===== config.mk =====
export PLATFORM = sky130hd
export DESIGN_NAME = i2c_txff_gen
export DESIGN_NICKNAME = d
export VERILOG_FILES = /design/src/rtl/i2c_txff_gen.sv
export SDC_FILE = /design/constraint.sdc
export NUM_CORES = 1
export LEC_CHECK = 0
export ABC_CLOCK_PERIOD_IN_PS = 3730
export CORE_MARGIN = 4
export CORE_UTILIZATION = 53
export CTS_CLUSTER_SIZE = 16
export DETAILED_ROUTE_END_ITERATION = 16
export PLACE_DENSITY = 0.75
export SLEW_MARGIN = 15
export SYNTH_ARGS = -nofsm -noshare
export SYNTH_HDL_FRONTEND = slang
export SYNTH_SLANG_ARGS = --single-unit

===== constraint.sdc =====
create_clock -name pclk -period 3.73 [get_ports pclk]
set_input_delay 0.746 -clock pclk [delete_from_list [all_inputs] [get_ports pclk]]
set_output_delay 0.746 -clock pclk [all_outputs]
set_load 0.01 [all_outputs]

===== src/rtl/i2c_txff_gen.sv =====
// Parametrised I2C transmit FIFO between the APB register block and the I2C shifter.
// First-word-fall-through read port, occupancy level, watermark irq and sticky ov/ud flags.
module i2c_txff_gen #(
  parameter int DATA_W  = 8,
  parameter int ADDR_W  = 4,
  parameter int THR_RST = 0
) (
  input  logic              pclk,
  input  logic              prst_n,
  input  logic              flush,
  input  logic              wr_en,
  input  logic [DATA_W-1:0] wr_data,
  input  logic              rd_en,
  output logic [DATA_W-1:0] rd_data,
  input  logic              thr_we,
  input  logic [ADDR_W:0]   thr_val,
  input  logic              flag_clr,
  output logic              full,
  output logic              empty,
  output logic [ADDR_W:0]   level,
  output logic              thr_irq,
  output logic              ov,
  output logic              ud
);

  localparam int            DEPTH   = 2 ** ADDR_W;
  localparam logic [ADDR_W:0] DEPTH_L = {1'b1, {ADDR_W{1'b0}}};
  localparam logic [ADDR_W:0] THR_R   = (ADDR_W + 1)'(THR_RST);

  logic [DATA_W-1:0] mem [DEPTH];
  logic [ADDR_W:0]   wptr, rptr, wptr_nxt, rptr_nxt;
  logic [ADDR_W:0]   thr_q, thr_nxt, level_nxt;
  logic              wr_acc, rd_acc, ov_set, ud_set;

  assign empty   = (wptr == rptr);
  assign full    = (wptr[ADDR_W] != rptr[ADDR_W]) &&
                   (wptr[ADDR_W-1:0] == rptr[ADDR_W-1:0]);
  assign level   = wptr - rptr;
  assign rd_data = mem[rptr[ADDR_W-1:0]];

  // Flush suppresses acceptance and flag events alike.
  assign rd_acc = rd_en & ~empty & ~flush;
  assign wr_acc = wr_en & (~full | rd_acc) & ~flush;
  assign ov_set = wr_en & ~wr_acc & ~flush;
  assign ud_set = rd_en & empty & ~flush;

  always_comb begin
    wptr_nxt = wptr;
    rptr_nxt = rptr;
    if (flush) begin
      wptr_nxt = '0;
      rptr_nxt = '0;
    end else begin
      if (wr_acc) wptr_nxt = wptr + 1'b1;
      if (rd_acc) rptr_nxt = rptr + 1'b1;
    end
  end

  always_comb begin
    thr_nxt = thr_q;
    if (thr_we) thr_nxt = (thr_val > DEPTH_L) ? DEPTH_L : thr_val;
  end

  // Irq is computed from next-state values so it lines up with the level output.
  assign level_nxt = wptr_nxt - rptr_nxt;

  always_ff @(posedge pclk or negedge prst_n) begin
    if (!prst_n) begin
      wptr    <= '0;
      rptr    <= '0;
      thr_q   <= THR_R;
      thr_irq <= 1'b1;
      ov      <= 1'b0;
      ud      <= 1'b0;
    end else begin
      wptr    <= wptr_nxt;
      rptr    <= rptr_nxt;
      thr_q   <= thr_nxt;
      thr_irq <= (level_nxt <= thr_nxt);
      ov      <= ov_set | (ov & ~flag_clr);
      ud      <= ud_set | (ud & ~flag_clr);
    end
  end

  always_ff @(posedge pclk) begin
    if (wr_acc) mem[wptr[ADDR_W-1:0]] <= wr_data;
  end

endmodule

; Yosys cells after proc, flatten, opt, wreduce, memory -nomap -nowiden
; Memories as Yosys holds them, arrays and structs flattened.
; Cells that the tools add are included.
[classes]
mul = 0
n_shift = 0
n_mux = 8
eq_ne = 3
reduce_logical = 1
bitwise_logic = 18
n_div = 0
n_addsub = 4
order_cmp = 2
[op_table]
columns = cell, count
row1 = $mux 5, 6
row2 = $add 5x1->5 const B, 2
row3 = $and 1x1->1, 10
row4 = $sub 5x5->5, 2
row5 = $eq 5x5->1, 1
row6 = $gt 5x5->1 const B, 1
row7 = $le 5x5->1, 1
row8 = $not 1->1, 5
row9 = $eq 4x4->1, 1
row10 = $or 1x1->1, 3
row11 = $mux 1, 2
row12 = $logic_and 1x1->1, 1
row13 = $ne 1x1->1, 1
[word_totals]
mem_bits_rw = 128
output_inout_bits = 18
elab_cells = 43
register_bits = 18
romBits = 0
mem_count = 1
latchBits = 0
[mem_list]
columns = memory, depth, word_bits, read_ports, rd_clocked_by_memory_dff, write_ports, line_no
row1 = mem, 16, 8, 1, 0, 1, 30  ; logic [DATA_W-1:0] mem [DEPTH];

; Longest topological paths before layout
[logic_depth]
ltp_word = 11
ltp_mapped = 18

; Least setup slack after synthesis
; No wires, ideal clock.
[synth_path]
kind = register to register
startpoint = register rptr[3]
endpoint = register thr_irq
arrival_time_ns = 3.858
n_path_buf = 1
setup_time_ns = 0.077
path_stages_with_launch = 18
required_ns = 3.653
synth_period_minus_slack_ns = 3.935
path_slack_ns = -0.205
path_cell_list = dfrtp_1 clkbuf_1 inv_2 ha_1 nand4_1 o31a_1 xnor2_1 or2_2 ha_1 fa_1 nand2b_1 a21oi_1 a221o_1 o221ai_2 xor2_1 ha_1 o21a_1 o22ai_1
[synth_via]
elab_chain_cells = 11
elab_cells_between_ends = 17
[synth_lines]
columns = element, line_no
row1 = start: declaration, 31  ; logic [ADDR_W:0] wptr, rptr, wptr_nxt, rptr_nxt;
row2 = start signal: assignment, 77  ; rptr <= rptr_nxt;
row3 = $eq 5x5->1, 35  ; assign empty = (wptr == rptr);
row4 = $not 1->1, 42  ; assign rd_acc = rd_en & ~empty & ~flush;
row5 = $and 1x1->1 (2 in a row), 42
row6 = $or 1x1->1, 43  ; assign wr_acc = wr_en & (~full | rd_acc) & ~flush;
row7 = $and 1x1->1 (2 in a row), 43
row8 = $mux 5, 54  ; if (wr_acc) wptr_nxt = wptr + 1'b1;
row9 = $mux 5, 50  ; if (flush) begin
row10 = $sub 5x5->5 (*), 65  ; assign level_nxt = wptr_nxt - rptr_nxt;
row11 = $le 5x5->1 (*), 79  ; thr_irq <= (level_nxt <= thr_nxt);
row12 = end signal: assignment, 79
row13 = end: declaration, 21  ; output logic thr_irq,
; Every way passes the cells marked *; elsewhere a longest branch is shown, timed or not.

; Worst setup path in the final report
[layout_path]
startpoint = input rd_en
endpoint = register thr_irq
[layout_via]
elab_chain_cells = 9
elab_cells_between_ends = 11
[layout_lines]
columns = element, line_no
row1 = start: declaration, 13  ; input logic rd_en,
row2 = $and 1x1->1 (*) (2 in a row), 42
row3 = $or 1x1->1, 43
row4 = $and 1x1->1 (2 in a row), 43
row5 = $mux 5, 54
row6 = $mux 5, 50
row7 = $sub 5x5->5 (*), 65
row8 = $le 5x5->1 (*), 79
; Marks and branches as above.

==> reports/summary.txt <==
DETAILED ROUTING
--------------------------------------------------------------------------------------
Total DRC errors in the routed layout ...................................            0
Overall routed net length ...............................................      12.5 mm
Detailed-route wire length per cell .....................................      19.6 um
Detail-routed via count per cell ........................................         5.83
TritonRoute pass-1 iters ................................................            5
Number of routed nets with antenna violations ...........................            0
Number of DRC violations after detailed-routing iteration 0 .............          314
Total via count in the routed design ....................................         3699

MIN PATH
--------------------------------------------------------------------------------------
Hold path startpoint ....................................................     thr_q[2]
Hold/Removal Path Class ................................................. register to register
Hold Path Cell Cnt ......................................................            2
End point of the most critical hold path ................................     thr_q[2]

SYNTHESIS
--------------------------------------------------------------------------------------
Share of Yosys cell area claimed by the top area cell type ..............        0.604
Synth area leaders ...................................................... sky130_fd_sc_hd__edfxtp_1 60%, sky130_fd_sc_hd__dfrtp_1 6.7%, sky130_fd_sc_hd__mux4_2 5.7%
Async SR Flop Fraction ..................................................        0.123
Post-synth net total ....................................................          443
Synthesis Warnings ......................................................            0
Gate count of the mapped netlist ........................................          403
Post-synthesis average cell area ........................................     15.8 um2
Main flop type after synthesis .......................................... sky130_fd_sc_hd__edfxtp_1
Synth area leader ....................................................... sky130_fd_sc_hd__edfxtp_1
Count of state elements after synthesis .................................          146
Unique cell type count in the Yosys netlist .............................           47
Number of flops mapped to enable cells by yosys .........................          128
Share of the yosys chip area belonging to registers .....................        0.674
Synthesized area ........................................................     6370 um2

CRITICAL PATH
--------------------------------------------------------------------------------------
Worst Path Buf+Inv ......................................................            1
Startpoint type of the worst setup path ................................. primary input
Critical path capture point type ........................................     register
Dominant delay contributor by cell family on the critical path .......... compound AO/OA/AOI/OAI gates
Setup Crit Path Kind .................................................... primary input to register
Worst reg2reg endpoint ..................................................      thr_irq
Crit path largest cell delay ............................................       410 ps
Slack of the worst reg-to-reg path ......................................       180 ps
Crit path depth .........................................................           15
Cell occurring most often along the worst timing path ................... sky130_fd_sc_hd__ha_1
R2R Path Start ..........................................................      wptr[0]
Cell-by-cell trace of the critical path ................................. clkdlybuf4s50_1 -> nor2b_1 -> o31a_1 -> xnor2_1 -> or2_2 -> ha_1 -> fa_1 -> nand2b_1 -> a21oi_2 -> a221o_1 -> o221ai_2 -> xor2_1 -> ha_1 -> o21a_1 -> o22ai_1
Required time at the worst-slack endpoint ...............................      4070 ps
CP max FO ...............................................................            3
CP max-delay cell ....................................................... sky130_fd_sc_hd__clkdlybuf4s50_1
WP data arrival .........................................................      3920 ps
Count of cells along the worst register-to-register path ................           16

STA
--------------------------------------------------------------------------------------
Transition at the pin with the smallest max-transition slack ............       897 ps
Clock period minus worst slack ..........................................      3580 ps
Rel. slew slack .........................................................        0.400
Fin worst setup slack ...................................................       148 ps
Highest clock frequency the design can meet .............................      279 MHz
Final clock skew ........................................................      9.59 ps
Final hold violation count ..............................................            0
Setup repair after global routing missed its margin .....................          yes
Post-route worst hold slack .............................................       492 ps
Number of pins exceeding their max-slew limit in the final report .......            0
Final count of negative-setup-slack endpoints ...........................            0
Final worst path period share ...........................................        0.960

GLOBAL ROUTE
--------------------------------------------------------------------------------------
Number of antenna violations at the first check in global routing .......            0
Combined global-route utilization of all metal layers ...................        0.189
Global route overflow ...................................................            0
Pin count of the biggest net entering global routing ....................           33
Number of global-route vias before repair ...............................         3835
Wire length of the first global-routing pass ............................      20.2 mm

LAYOUT
--------------------------------------------------------------------------------------
Non-Filler Instances ....................................................          634
Final core utilization ..................................................        0.665
Number of antenna repair diodes .........................................            0
Most common cell after layout, fill and taps aside ...................... sky130_fd_sc_hd__edfxtp_1
Number of nets in the final layout ......................................          518
Share of layout cells above drive strength 1 ............................        0.202
Area Overhead vs Synth ..................................................        21.2%
Leading cell types in the layout, fill and taps excluded ................ 128 x sky130_fd_sc_hd__edfxtp_1, 37 x sky130_fd_sc_hd__clkdlybuf4s50_1, 34 x sky130_fd_sc_hd__mux2i_1, 33 x sky130_fd_sc_hd__buf_4, 30 x sky130_fd_sc_hd__nor2_1

CTS
--------------------------------------------------------------------------------------
Total of hold buffers inserted after clock tree synthesis ...............            0
CTS Buf Count ...........................................................           17
Number of sinks on the clock net ........................................          146
Clock transition at path regs ...........................................        60 ps
Later-pin clock latency in the skew report ..............................       420 ps
Number of setup buffers added after CTS .................................            0
Total of cells resized after clock tree synthesis .......................            2
CTS root buf ............................................................ sky130_fd_sc_hd__clkbuf_16
TritonCTS clock tree ....................................................         done
Number of H-tree levels .................................................            4
Maximum count of clock buffers along a single path ......................            2

POWER AND IR DROP
--------------------------------------------------------------------------------------
Power density over cell area ............................................   535 nW/um2
Largest voltage drop on the vdd net .....................................   0.000334 V
Leakage dissipation .....................................................      2.72 nW

DIE
--------------------------------------------------------------------------------------
Placeable Area ..........................................................    11600 um2
Die area ................................................................    13800 um2
Starting density of the core ............................................        0.548
Horiz. Die Dim ..........................................................       118 um
DIE HEIGHT ..............................................................       118 um
Num ports ...............................................................           38
Site row count ..........................................................           39

PLACEMENT
--------------------------------------------------------------------------------------
Weighted congestion reported at the end of routability-driven placement .        0.915
Estimated wirelength of the detail-placed design ........................      8.68 mm
Number of port buffers ..................................................           37
Worst setup slack after placement .......................................      -323 ps
Placed cells ............................................................          602

FLOW RUN
--------------------------------------------------------------------------------------
Count of maximum capacitance violations .................................            0

RUN STATUS
--------------------------------------------------------------------------------------
Status .................................................................. complete, no violations

==> sequential cells by signal, indices dropped and copies added (netlist names) <==
| signal | cells |
|---|---|
| ud | 1 |
| mem | 128 |
| ov | 1 |
| thr_q | 5 |
| rptr | 5 |
| wptr | 5 |
| thr_irq | 1 |
==> tightest hold or removal path, delay by kind of cell, from the launching register on <==
family                 cells  cell delay, ps
AOI/OAI and AO/OA          1              90
DFF                        1             320
buffers and inverters      1              50
==> where the power goes <==
| group | leakage, nW | internal [mW] | switching, mW |
|---|---|---|---|
| Clock | 0.265 | 0.871 | 0.693 |
| Sequential | 1.39 | 1.81 | 0.0131 |
| Combinational | 1.07 | 0.388 | 0.357 |
| Total | 2.72 | 3.07 | 1.06 |
==> cell usage after synthesis, types with 8 or more instances <==
library cell / number
sky130_fd_sc_hd__a221oi_1: 16
sky130_fd_sc_hd__dfrtp_1: 17
sky130_fd_sc_hd__inv_1: 20
sky130_fd_sc_hd__mux2i_1: 34
sky130_fd_sc_hd__nand2_1: 20
sky130_fd_sc_hd__mux4_2: 16
sky130_fd_sc_hd__a21oi_1: 9
sky130_fd_sc_hd__xnor2_1: 9
sky130_fd_sc_hd__o21ai_0: 8
sky130_fd_sc_hd__nor2_1: 30
sky130_fd_sc_hd__edfxtp_1: 128
sky130_fd_sc_hd__ha_1: 18
==> final cells by class <==
type                            instances  area [um2]
Clock buffer                           17         425
Tap cell                              143         179
Timing Repair Buffer                   72         649
Inverter                               21        78.8
Sequential cell                       146        4300
Clock inverter                         15         126
Multi-Input combinational cell        220        1960
Fill cell                             785        3900
==> logic make-up (layout without fill, tap and decap cells) <==
family / count (synthesis) / after routing / share of synthesized area
flops: 146 / 146 / 0.674
simple gates: 79 / 79 / 0.0591
mux: 50 / 50 / 0.110
xor+xnor: 14 / 14 / 0.0222
fa+ha+maj: 20 / 20 / 0.0417
compound gates: 57 / 57 / 0.0666
buf+inv: 37 / 125 / 0.0259
==> metal layers <==
metal  GRT usage  wire [um]  vias up
met2       0.298       6110      126
met5           0          0        -
li1            -          -     1719
met3      0.0399        730       13
met4      0.0740        157        0
met1       0.260       5460     1841
==> worst max-delay path by stage <==
stage / startpoint / slack, ps / end
5_1_grt: rd_en / -20 / thr_irq
6_report: rd_en / 150 / thr_irq
3_3_place_gp: rd_en / -260 / thr_irq
3_5_place_dp: rd_en / -320 / thr_irq
4_1_cts: rptr[2] / 40 / thr_irq
2_1_floorplan: rptr[3] / 5 / thr_irq
==> metrics by stage <==
step	TNS (ps)	area (um2)	power, mW
3_3_place_gp	-264	7100	2.57
5_1_grt	-20.0	7720	4.31
4_1_cts	0	7650	4.15
6_report	0	7720	4.13
3_5_place_dp	-323	7100	2.58
2_1_floorplan	0	6370	2.33
Note: power is estimated with default switching activity, not from simulation.
